<file path="config.mk">
export PLATFORM = sky130hd
export DESIGN_NAME = cdb_arbiter
export DESIGN_NICKNAME = d
export VERILOG_FILES = /design/src/rtl/rv32i_types.sv /design/src/rtl/rr_pick2.sv /design/src/rtl/cdb_arbiter.sv
export SDC_FILE = /design/constraint.sdc
export NUM_CORES = 1
export LEC_CHECK = 0
export ABC_AREA = 1
export CORE_AREA = 3 3 129 162
export DETAILED_ROUTE_END_ITERATION = 8
export DIE_AREA = 0 0 132 165
export GPL_ROUTABILITY_DRIVEN = 1
export PLACE_DENSITY = 0.87
export SYNTH_ARGS = -nofsm -noshare
export SYNTH_HDL_FRONTEND = slang
export SYNTH_SLANG_ARGS = --single-unit
export TNS_END_PERCENT = 5
</file>
<file path="constraint.sdc">
create_clock -name clk -period 12.62 [get_ports clk]
set_input_delay 3.786 -clock clk [delete_from_list [all_inputs] [get_ports clk]]
set_output_delay 3.786 -clock clk [all_outputs]
set_load 0.005 [all_outputs]
</file>
<file path="src/rtl/rv32i_types.sv">
// Shared CDB packet type and fixed requester index assignments.
package rv32i_types;

    // One CDB broadcast packet; cdb_broadcast marks a live entry on the bus.
    typedef struct packed {
        logic        cdb_broadcast;
        logic        br_mispred;
        logic [4:0]  rob_idx;
        logic [4:0]  rd;
        logic [31:0] data;
    } cdb_pkt_t;

    // Requester slots on the arbiter, independent of NUM_REQ.
    localparam int CDB_REQ_ALU = 0;
    localparam int CDB_REQ_MUL = 1;
    localparam int CDB_REQ_DIV = 2;
    localparam int CDB_REQ_LSU = 3;
    localparam int CDB_REQ_BR  = 4;
    localparam int CDB_REQ_CNT = 5;

endpackage

</file>
<file path="src/rtl/rr_pick2.sv">
// Rotating-priority picker: first and second set bits of a mask, scanning
// from ptr upward with modulo-NUM_REQ wrap (not power-of-two wrap).
module rr_pick2 #(
    parameter int NUM_REQ = 5,
    parameter int PW      = (NUM_REQ > 1) ? $clog2(NUM_REQ) : 1
) (
    input  logic [PW-1:0]      ptr,
    input  logic [NUM_REQ-1:0] req_mask,
    output logic [PW-1:0]      first_idx,
    output logic               first_found,
    output logic [PW-1:0]      second_idx,
    output logic               second_found
);

    int idx;

    // Walk the mask in scan order, latching the first two hits.
    always_comb begin
        first_idx    = '0;
        first_found  = 1'b0;
        second_idx   = '0;
        second_found = 1'b0;
        idx          = 0;
        for (int k = 0; k < NUM_REQ; k++) begin
            idx = int'(ptr) + k;
            if (idx >= NUM_REQ) idx = idx - NUM_REQ;
            if (req_mask[idx]) begin
                if (!first_found) begin
                    first_found = 1'b1;
                    first_idx   = PW'(idx);
                end else if (!second_found) begin
                    second_found = 1'b1;
                    second_idx   = PW'(idx);
                end
            end
        end
    end

endmodule

</file>
<file path="src/rtl/cdb_arbiter.sv">
// Two-port common data bus arbiter. Round-robin grants of up to two
// completed FU results per cycle; a branch mispredict is broadcast alone on
// port 2 and is followed by one forced idle cycle so wrong-path FUs can flush.
module cdb_arbiter
    import rv32i_types::*;
#(
    parameter int NUM_REQ = 5
) (
    input  logic                     clk,
    input  logic                     rst_n,
    input  logic [NUM_REQ-1:0]       req_valid,
    input  cdb_pkt_t [NUM_REQ-1:0]   req_pkt,
    output logic [NUM_REQ-1:0]       req_ready,
    output cdb_pkt_t                 cdb_pkt,
    output cdb_pkt_t                 cdb_pkt2
);

    localparam int PW = (NUM_REQ > 1) ? $clog2(NUM_REQ) : 1;

    logic [PW-1:0]      rr_ptr_q, rr_ptr_d;
    cdb_pkt_t           cdb_pkt_q, cdb_pkt_d;
    cdb_pkt_t           cdb_pkt2_q, cdb_pkt2_d;
    logic [NUM_REQ-1:0] grant;

    logic [NUM_REQ-1:0] mp_mask;
    logic [NUM_REQ-1:0] pick_mask;
    logic               any_mp;
    logic               bubble;
    logic [PW-1:0]      first_idx, second_idx;
    logic               first_found, second_found;

    function automatic logic [PW-1:0] next_idx(input logic [PW-1:0] idx);
        return (idx == PW'(NUM_REQ - 1)) ? '0 : idx + PW'(1);
    endfunction

    // Previous cycle put a mispredict on the bus: this cycle is a flush bubble.
    assign bubble = cdb_pkt2_q.cdb_broadcast & cdb_pkt2_q.br_mispred;

    // Requesters that are both valid and carrying a mispredict.
    always_comb begin
        mp_mask = '0;
        for (int i = 0; i < NUM_REQ; i++) begin
            mp_mask[i] = req_valid[i] & req_pkt[i].br_mispred;
        end
    end

    assign any_mp = |mp_mask;

    // A single picker serves both modes: in mispredict mode only its first
    // winner is used, so feeding it the mispredict mask is sufficient.
    assign pick_mask = any_mp ? mp_mask : req_valid;

    rr_pick2 #(
        .NUM_REQ (NUM_REQ),
        .PW      (PW)
    ) u_pick (
        .ptr          (rr_ptr_q),
        .req_mask     (pick_mask),
        .first_idx    (first_idx),
        .first_found  (first_found),
        .second_idx   (second_idx),
        .second_found (second_found)
    );

    // Grant selection, next CDB contents and next round-robin pointer.
    always_comb begin
        grant      = '0;
        cdb_pkt_d  = '0;
        cdb_pkt2_d = '0;
        rr_ptr_d   = rr_ptr_q;
        if (!bubble) begin
            if (any_mp) begin
                // first_found is implied by any_mp
                grant[first_idx]         = 1'b1;
                cdb_pkt2_d               = req_pkt[first_idx];
                cdb_pkt2_d.cdb_broadcast = 1'b1;
                rr_ptr_d                 = next_idx(first_idx);
            end else begin
                if (first_found) begin
                    grant[first_idx]        = 1'b1;
                    cdb_pkt_d               = req_pkt[first_idx];
                    cdb_pkt_d.cdb_broadcast = 1'b1;
                    rr_ptr_d                = next_idx(first_idx);
                end
                if (second_found) begin
                    grant[second_idx]        = 1'b1;
                    cdb_pkt2_d               = req_pkt[second_idx];
                    cdb_pkt2_d.cdb_broadcast = 1'b1;
                    rr_ptr_d                 = next_idx(second_idx);
                end
            end
        end
    end

    // Ready is masked by reset so nothing handshakes while the flops are held.
    assign req_ready = grant & {NUM_REQ{rst_n}};

    // Pointer and CDB output registers.
    always_ff @(posedge clk or negedge rst_n) begin
        if (!rst_n) begin
            rr_ptr_q   <= '0;
            cdb_pkt_q  <= '0;
            cdb_pkt2_q <= '0;
        end else begin
            rr_ptr_q   <= rr_ptr_d;
            cdb_pkt_q  <= cdb_pkt_d;
            cdb_pkt2_q <= cdb_pkt2_d;
        end
    end

    assign cdb_pkt  = cdb_pkt_q;
    assign cdb_pkt2 = cdb_pkt2_q;

endmodule

</file>
After elaboration in Yosys (flattened, before gate mapping)

Index checks and enable logic that the tools add are counted.

Register bits after elaboration: 91
Logic and storage cells: 131

Muxes and demuxes: 79
Reduce and logical (&&, ||, !) cells: 5
Add/subtract/negate cells: 11
Eq/ne operators: 2
Bitwise operators: 9
Magnitude comparators: 14

Operators with widths:

| kind                                                               | number |
|---|---|
| binary-select mux 44 bit (select 3 bit)                            | 2 |
| two-way mux 44 bit                                                 | 6 |
| < comparator 32 x 5 -> 1 bit, second input constant                | 5 |
| two-way mux 32 bit                                                 | 5 |
| greater-or-equal comparator 32 x 4 -> 1 bit, second input constant | 4 |
| subtractor 32 x 4 -> 32 bit, second input constant                 | 4 |
| two-way mux 43 bit                                                 | 2 |
| two-way mux 3 bit                                                  | 25 |
| two-way mux 5 bit                                                  | 7 |
| two-way mux 1 bit                                                  | 25 |
| binary-select mux 1 bit (select 3 bit)                             | 5 |
| adder 3 x 2 -> 4 bit, second input constant                        | 2 |
| < comparator 3 x 4 -> 1 bit, second input constant                 | 2 |
| adder 3 x 1 -> 3 bit, second input constant                        | 2 |
| bitwise AND 1 bit                                                  | 6 |
| demux 1 bit (select 3 bit)                                         | 2 |
| equality test 3 bit, second input constant                         | 2 |
| greater-or-equal comparator 3 x 1 -> 1 bit, second input constant  | 2 |
| bitwise AND 5 bit                                                  | 1 |
| bitwise OR 5 bit                                                   | 1 |
| OR reduction 5 bit                                                 | 1 |
| adder 3 x 1 -> 4 bit, second input constant                        | 1 |
| adder 3 x 3 -> 4 bit, second input constant                        | 1 |
| subtractor 3 x 3 -> 4 bit, second input constant                   | 1 |
| other kinds (5)                                                    | 6 |

Longest topological paths before layout

Word-level depth: 27
Mapped depth: 30
Gate-level depth less buffers: 28

Modules after synthesis

A second synthesis with hierarchy kept.

Cells, all modules: 1,579
Area total of the unflattened synthesis: 9,290.2 µm²

By module, submodules not included:

| module      | cells each | times used | area each (µm²) | sequential area each (µm²) |
|---|---|---|---|---|
| cdb_arbiter | 1,354      | 1          | 8,091.5         | 2,277.2 |
| rr_pick2    | 225        | 1          | 1,198.6         | 0.0 |

Least setup slack after synthesis

Ideal clock, no wire load.

Path type: input port to output port
Start point: input port req_pkt[86] (netlist name)
End point: output port req_ready[3]
Stages on the path: 19
Buffers on the path: 2
Path slack: 2.909 ns
Arrival time: 5.925 ns
Required time: 8.834 ns
Cell sequence: nand2_1 -> nand2_1 -> nor2_4 -> nand3_1 -> nand2_1 -> nand2_1 -> nand3_1 -> nand3_1 -> nand2_2 -> nand3_2 -> nand2_2 -> nand2_2 -> nor2_4 -> nand2_4 -> buf_6 -> buf_2 -> a21oi_1 -> nand2_1 -> a21oi_1

Cells in the longest elaborated chain, start to end: 27
Elaborated cells on any way between the ends: 69

RTL lines:

| item                                                            | RTL line                             | text |
|---|---|---|
| start: declaration                                              | cdb_arbiter.sv:12                    | `input cdb_pkt_t [NUM_REQ-1:0] req_pkt,` |
| bitwise AND 1 bit *                                             | cdb_arbiter.sv:43                    | `mp_mask[i] = req_valid[i] & req_pkt[i].br_mispred;` |
| OR reduction 5 bit                                              | cdb_arbiter.sv:47                    | `assign any_mp = \|mp_mask;` |
| two-way mux 5 bit                                               | cdb_arbiter.sv:51                    | `assign pick_mask = any_mp ? mp_mask : req_valid;` |
| binary-select mux 1 bit (select 3 bit)                          | rr_pick2.sv:27                       | `if (req_mask[idx]) begin` |
| two-way mux 1 bit (not written as such) (2 in a row)            | rr_pick2.sv:27                       |  |
| two-way mux 3 bit or two-way mux 1 bit (tied branches)          | rr_pick2.sv:27                       |  |
| two-way mux 3 bit or two-way mux 1 bit (tied branches)          | rr_pick2.sv:28                       | `if (!first_found) begin` |
| two-way mux 3 bit or two-way mux 1 bit (tied branches)          | rr_pick2.sv:27                       |  |
| [10 not listed]                                                 | --                                   |  |
| two-way mux 5 bit or logical AND 1 bit (tied branches)          | cdb_arbiter.sv:79, cdb_arbiter.sv:86 |  |
| two-way mux 5 bit or two-way mux 1 bit (tied branches)          | cdb_arbiter.sv:72, cdb_arbiter.sv:86 |  |
| two-way mux 5 bit or demux 1 bit (select 3 bit) (tied branches) | cdb_arbiter.sv:71, cdb_arbiter.sv:86 |  |
| bitwise OR 5 bit (no line)                                      | --                                   |  |
| two-way mux 5 bit                                               | cdb_arbiter.sv:85                    | `if (second_found) begin` |
| two-way mux 5 bit *                                             | cdb_arbiter.sv:72                    | `if (any_mp) begin` |
| two-way mux 5 bit *                                             | cdb_arbiter.sv:71                    | `if (!bubble) begin` |
| bitwise AND 5 bit *                                             | cdb_arbiter.sv:96                    | `assign req_ready = grant & {NUM_REQ{rst_n}};` |
| end: declaration                                                | cdb_arbiter.sv:13                    | `output logic [NUM_REQ-1:0] req_ready,` |

Every way passes the cells marked *; elsewhere a longest branch is shown, timed or not. The select of a mux whose other input is x is not followed.

Worst setup path in the final report

Start point: input port req_pkt[130] (netlist name)
End point: output port req_ready[3]

Same word-level chain as after synthesis.

==> impl_metrics.csv <==
group,metric,value,unit
status,status,"finished clean",
floorplan,die_height,165,um
logic_synthesis,syn_avg_cell_area,5.510,um^2
setup_path,path_cells,"clkdlybuf4s50_1 > nand2_1 > nand2_1 > nor2_4 > nand3_1 > nand2_1 > nor2_1 > nor2_1 > nand3_1 > nand2_2 > nand3_2 > nand2_2 > nand2_2 > nor2_4 > inv_2 > nand3_1 > nand2_4 > a21oi_1 > nand2_1 > a21oi_1 > clkdlybuf4s50_1",
setup_path,critPathBufInv,3,
cells_and_area,num_antenna_cells,0,
logic_synthesis,ys_async_sr_fraction,1.000,
logic_synthesis,netlist_instances,1827,
grt,grt_antenna_before_repair,1,
logic_synthesis,synth_top_family_by_area,"simple AND/OR/NAND/NOR gates",
cells_and_area,nets,2293,
clock_tree,clockBufferDepth,2,
hold_path,hp-class,"flip-flop to flip-flop",
logic_synthesis,ys.flop_type,"dfrtp_1",
grt,grt_pass1_wl,65690,um
floorplan,pin_count,320,
sta,slew_violations,0,
sta,final.min_clock_period,11310,ps
sta,fin_crit_sh,0.8961,
grt,grt_usage,0.3758,
logic_synthesis,seq_area_frac_synth,0.2262,
place,hpwl,28410,um
sta,fin_ws,1311,ps
cells_and_area,layout_common_cells,"738 x nand2_1, 313 x clkdlybuf4s50_1, 299 x nand3_1, 197 x inv_1, 153 x nor2_1",
floorplan,fp.dieW,132,um
logic_synthesis,synth.distinct_cells,36,
setup_path,start_kind,"primary input",
drt,drc,0,
drt,drt-total-wl,42600,um
logic_synthesis,synth_xor_area_frac,0.003356,
clock_tree,root_buffer,"clkbuf_16",
grt,grt_overflow,0,
setup_path,cp_slowest_cell,"clkdlybuf4s50_1",
drt,drt-initial-drc-count,1478,
cells_and_area,final_common_cell,"nand2_1",
logic_synthesis,syn-num-nets,2066,
logic_synthesis,synth-simple-area-share,0.5474,
floorplan,fp-row-count,57,
drt,wl_per_cell,18.33,um
cells_and_area,multi_input_area,6345,um^2
setup_path,cp_max_fo,32,
floorplan,dieArea,21780,um^2
sta,max_freq,88.43,MHz
sta,final-setup-viol-count,0,
cells_and_area,syn2layout_area_growth,32.23,%
place,numPortBuffers,314,
clock_tree,clkLatencyLatePin,370,ps
grt,grt_max_degree,100,
clock_tree,clkTransAtPathRegs,70,ps
sta,fin_tns_setup,0,ps
sta,relSlewSlack,0.2420,
drt,drt-pass1-iter-count,5,
logic_synthesis,ys_warn_count,0,
sta,hold_violations,0,
clock_tree,cts_setup_buffers,0,
sta,tightestPinTransition,1137,ps
clock_tree,clock_sinks,91,
sta,grt_setup_unrepaired,"false",
cells_and_area,regArea,2277,um^2
setup_path,worstPathArrival,7520,ps
setup_path,crit_top_cell,"nand2_1",
cells_and_area,fill_cells,1809,
setup_path,end_kind,"output pin",
clock_tree,cts_hold_buffers,0,
logic_synthesis,synth_mux_area_frac,0,
cells_and_area,drive_gt1_frac,0.04420,
logic_synthesis,synth-edff-count,0,
drt,via_count,13080,
floorplan,initial_core_util,0.5171,
floorplan,core_area,19470,um^2
logic_synthesis,synth-seq-cells,91,
setup_path,max_stage_delay,530,ps
clock_tree,htree_levels,3,
place,post-place-ws,1371,ps
clock_tree,cts_resized,0,
logic_synthesis,synthAdderAreaFrac,0.01566,
drt,postRouteAntennaNets,0,
job,drv_cap,0,
setup_path,crit_family,"simple AND/OR/NAND/NOR gates",
grt,grt_pass1_vias,12430,
setup_path,cp.required,8830,ps
drt,post_drt_via_cell_ratio,5.626,
place,gp_congestion,0.8975,
sta,skew,5.910,ps
logic_synthesis,syn_area,10070,um^2
clock_tree,cts-buffers-inserted,9,
clock_tree,cts_tree,"yes",
setup_path,critPathKind,"primary input to output pin",
logic_synthesis,synth_compound_area_frac,0.06053,
[metal layers]
metal / vias up / wire length (um) / part of all wire / global-route usage
met2: 934 / 20140 / 0.47 / 0.6286
met1: 5831 / 15370 / 0.36 / 0.4506
met5: - / 0 / 0 / 0
li1: 6117 / - / - / -
met4: 0 / 2333 / 0.055 / 0.2139
met3: 193 / 4758 / 0.11 / 0.07861
[final timing paths]
path | start | slack [ps] | endpoint | cells after the start
min | rr_ptr_q[2] | 740 | rr_ptr_q[2] | 2
min in group asynchronous | rst_n | 3450 | cdb_pkt[21] | 1
max reg2reg | rr_ptr_q[0] | 6560 | cdb_pkt2[13] | 22
max in group asynchronous | rst_n | 8020 | cdb_pkt[5] | 2
max | req_pkt[130] | 1310 | req_ready[3] | 21
min reg2reg | rr_ptr_q[2] | 740 | rr_ptr_q[2] | 2
[synthesized netlist by cell type (2+ instances only)]
| cell | count | area (um^2) |
|---|---|---|
| nand3_2 | 7 | 70.07 |
| inv_2 | 13 | 48.80 |
| a31oi_1 | 3 | 18.77 |
| nor2_1 | 153 | 574.3 |
| ha_1 | 11 | 137.6 |
| nor3_1 | 2 | 10.01 |
| o21ai_2 | 3 | 26.28 |
| nand2_1 | 740 | 2778 |
| o21ai_0 | 6 | 30.03 |
| inv_1 | 197 | 739.5 |
| nand4_1 | 5 | 31.28 |
| clkbuf_1 | 29 | 108.9 |
| nand2_2 | 15 | 93.84 |
| buf_1 | 11 | 41.29 |
| dfrtp_1 | 91 | 2277 |
| nor2_4 | 2 | 22.52 |
| nand3_1 | 300 | 1501 |
| nand2_4 | 5 | 56.30 |
| nor2_2 | 2 | 12.51 |
| o21ai_1 | 4 | 20.02 |
| a21oi_1 | 96 | 480.5 |
| buf_6 | 21 | 236.5 |
| nand3b_1 | 43 | 322.8 |
| buf_2 | 51 | 255.2 |
| buf_4 | 6 | 45.04 |
[kinds of logic after synthesis]
group | Yosys count
simple gates | 1276
xor+xnor | 3
other cells | 1
fa+ha+maj | 12
compound gates | 116
flops | 91
buf+inv | 328
[registers in the layout, indices dropped and copies added (netlist names)]
| register | count |
|---|---|
| cdb_pkt2 | 44 |
| cdb_pkt | 44 |
| rr_ptr_q | 3 |
[layout make-up]
| type | instances | area share |
|---|---|---|
| inverters | 210 | 0.05922 |
| flip-flops and latches | 91 | 0.1711 |
| clock inverters | 6 | 0.003760 |
| multi-input cells | 1408 | 0.4766 |
| clock buffers | 10 | 0.01720 |
| well taps | 265 | 0.02491 |
| repair buffers | 334 | 0.2472 |
[through the flow]
stage | area [um^2] | cells | hold WS (ps) | util
5_1_grt | 13310 | 2324 | 780.8 | 0.6837
2_1_floorplan | 10070 | 1827 | 649.5 | -
3_3_place_gp | 13030 | 2308 | 729.7 | 0.6694
3_5_place_dp | 13030 | 2308 | 733.6 | 0.6694
4_1_cts | 13310 | 2324 | 741.3 | 0.6837
6_report | 13310 | 2324 | 739.2 | 0.6837
[worst reg2reg max path, cell delays in order (launching register included)]
cell and delay [ps]:
dfrtp_1 730, inv_1 310, ha_1 340, ha_1 420, o21ai_1 180, nand2_1 140, o21ai_1 400, nand3_1 210
nand3_1 160, nand2_2 100, inv_2 110, nand2_1 100, nand3_2 110, nand2_4 380, nand2_4 200, buf_4 360
buf_4 850, nand2_1 250, nand3_1 140, nand3_1 100, nand2_1 70, nand2_1 60, nor2_1 250
Power is not shown: default switching activity piles up to over one toggle a cycle in this logic, so the estimate is an artifact.
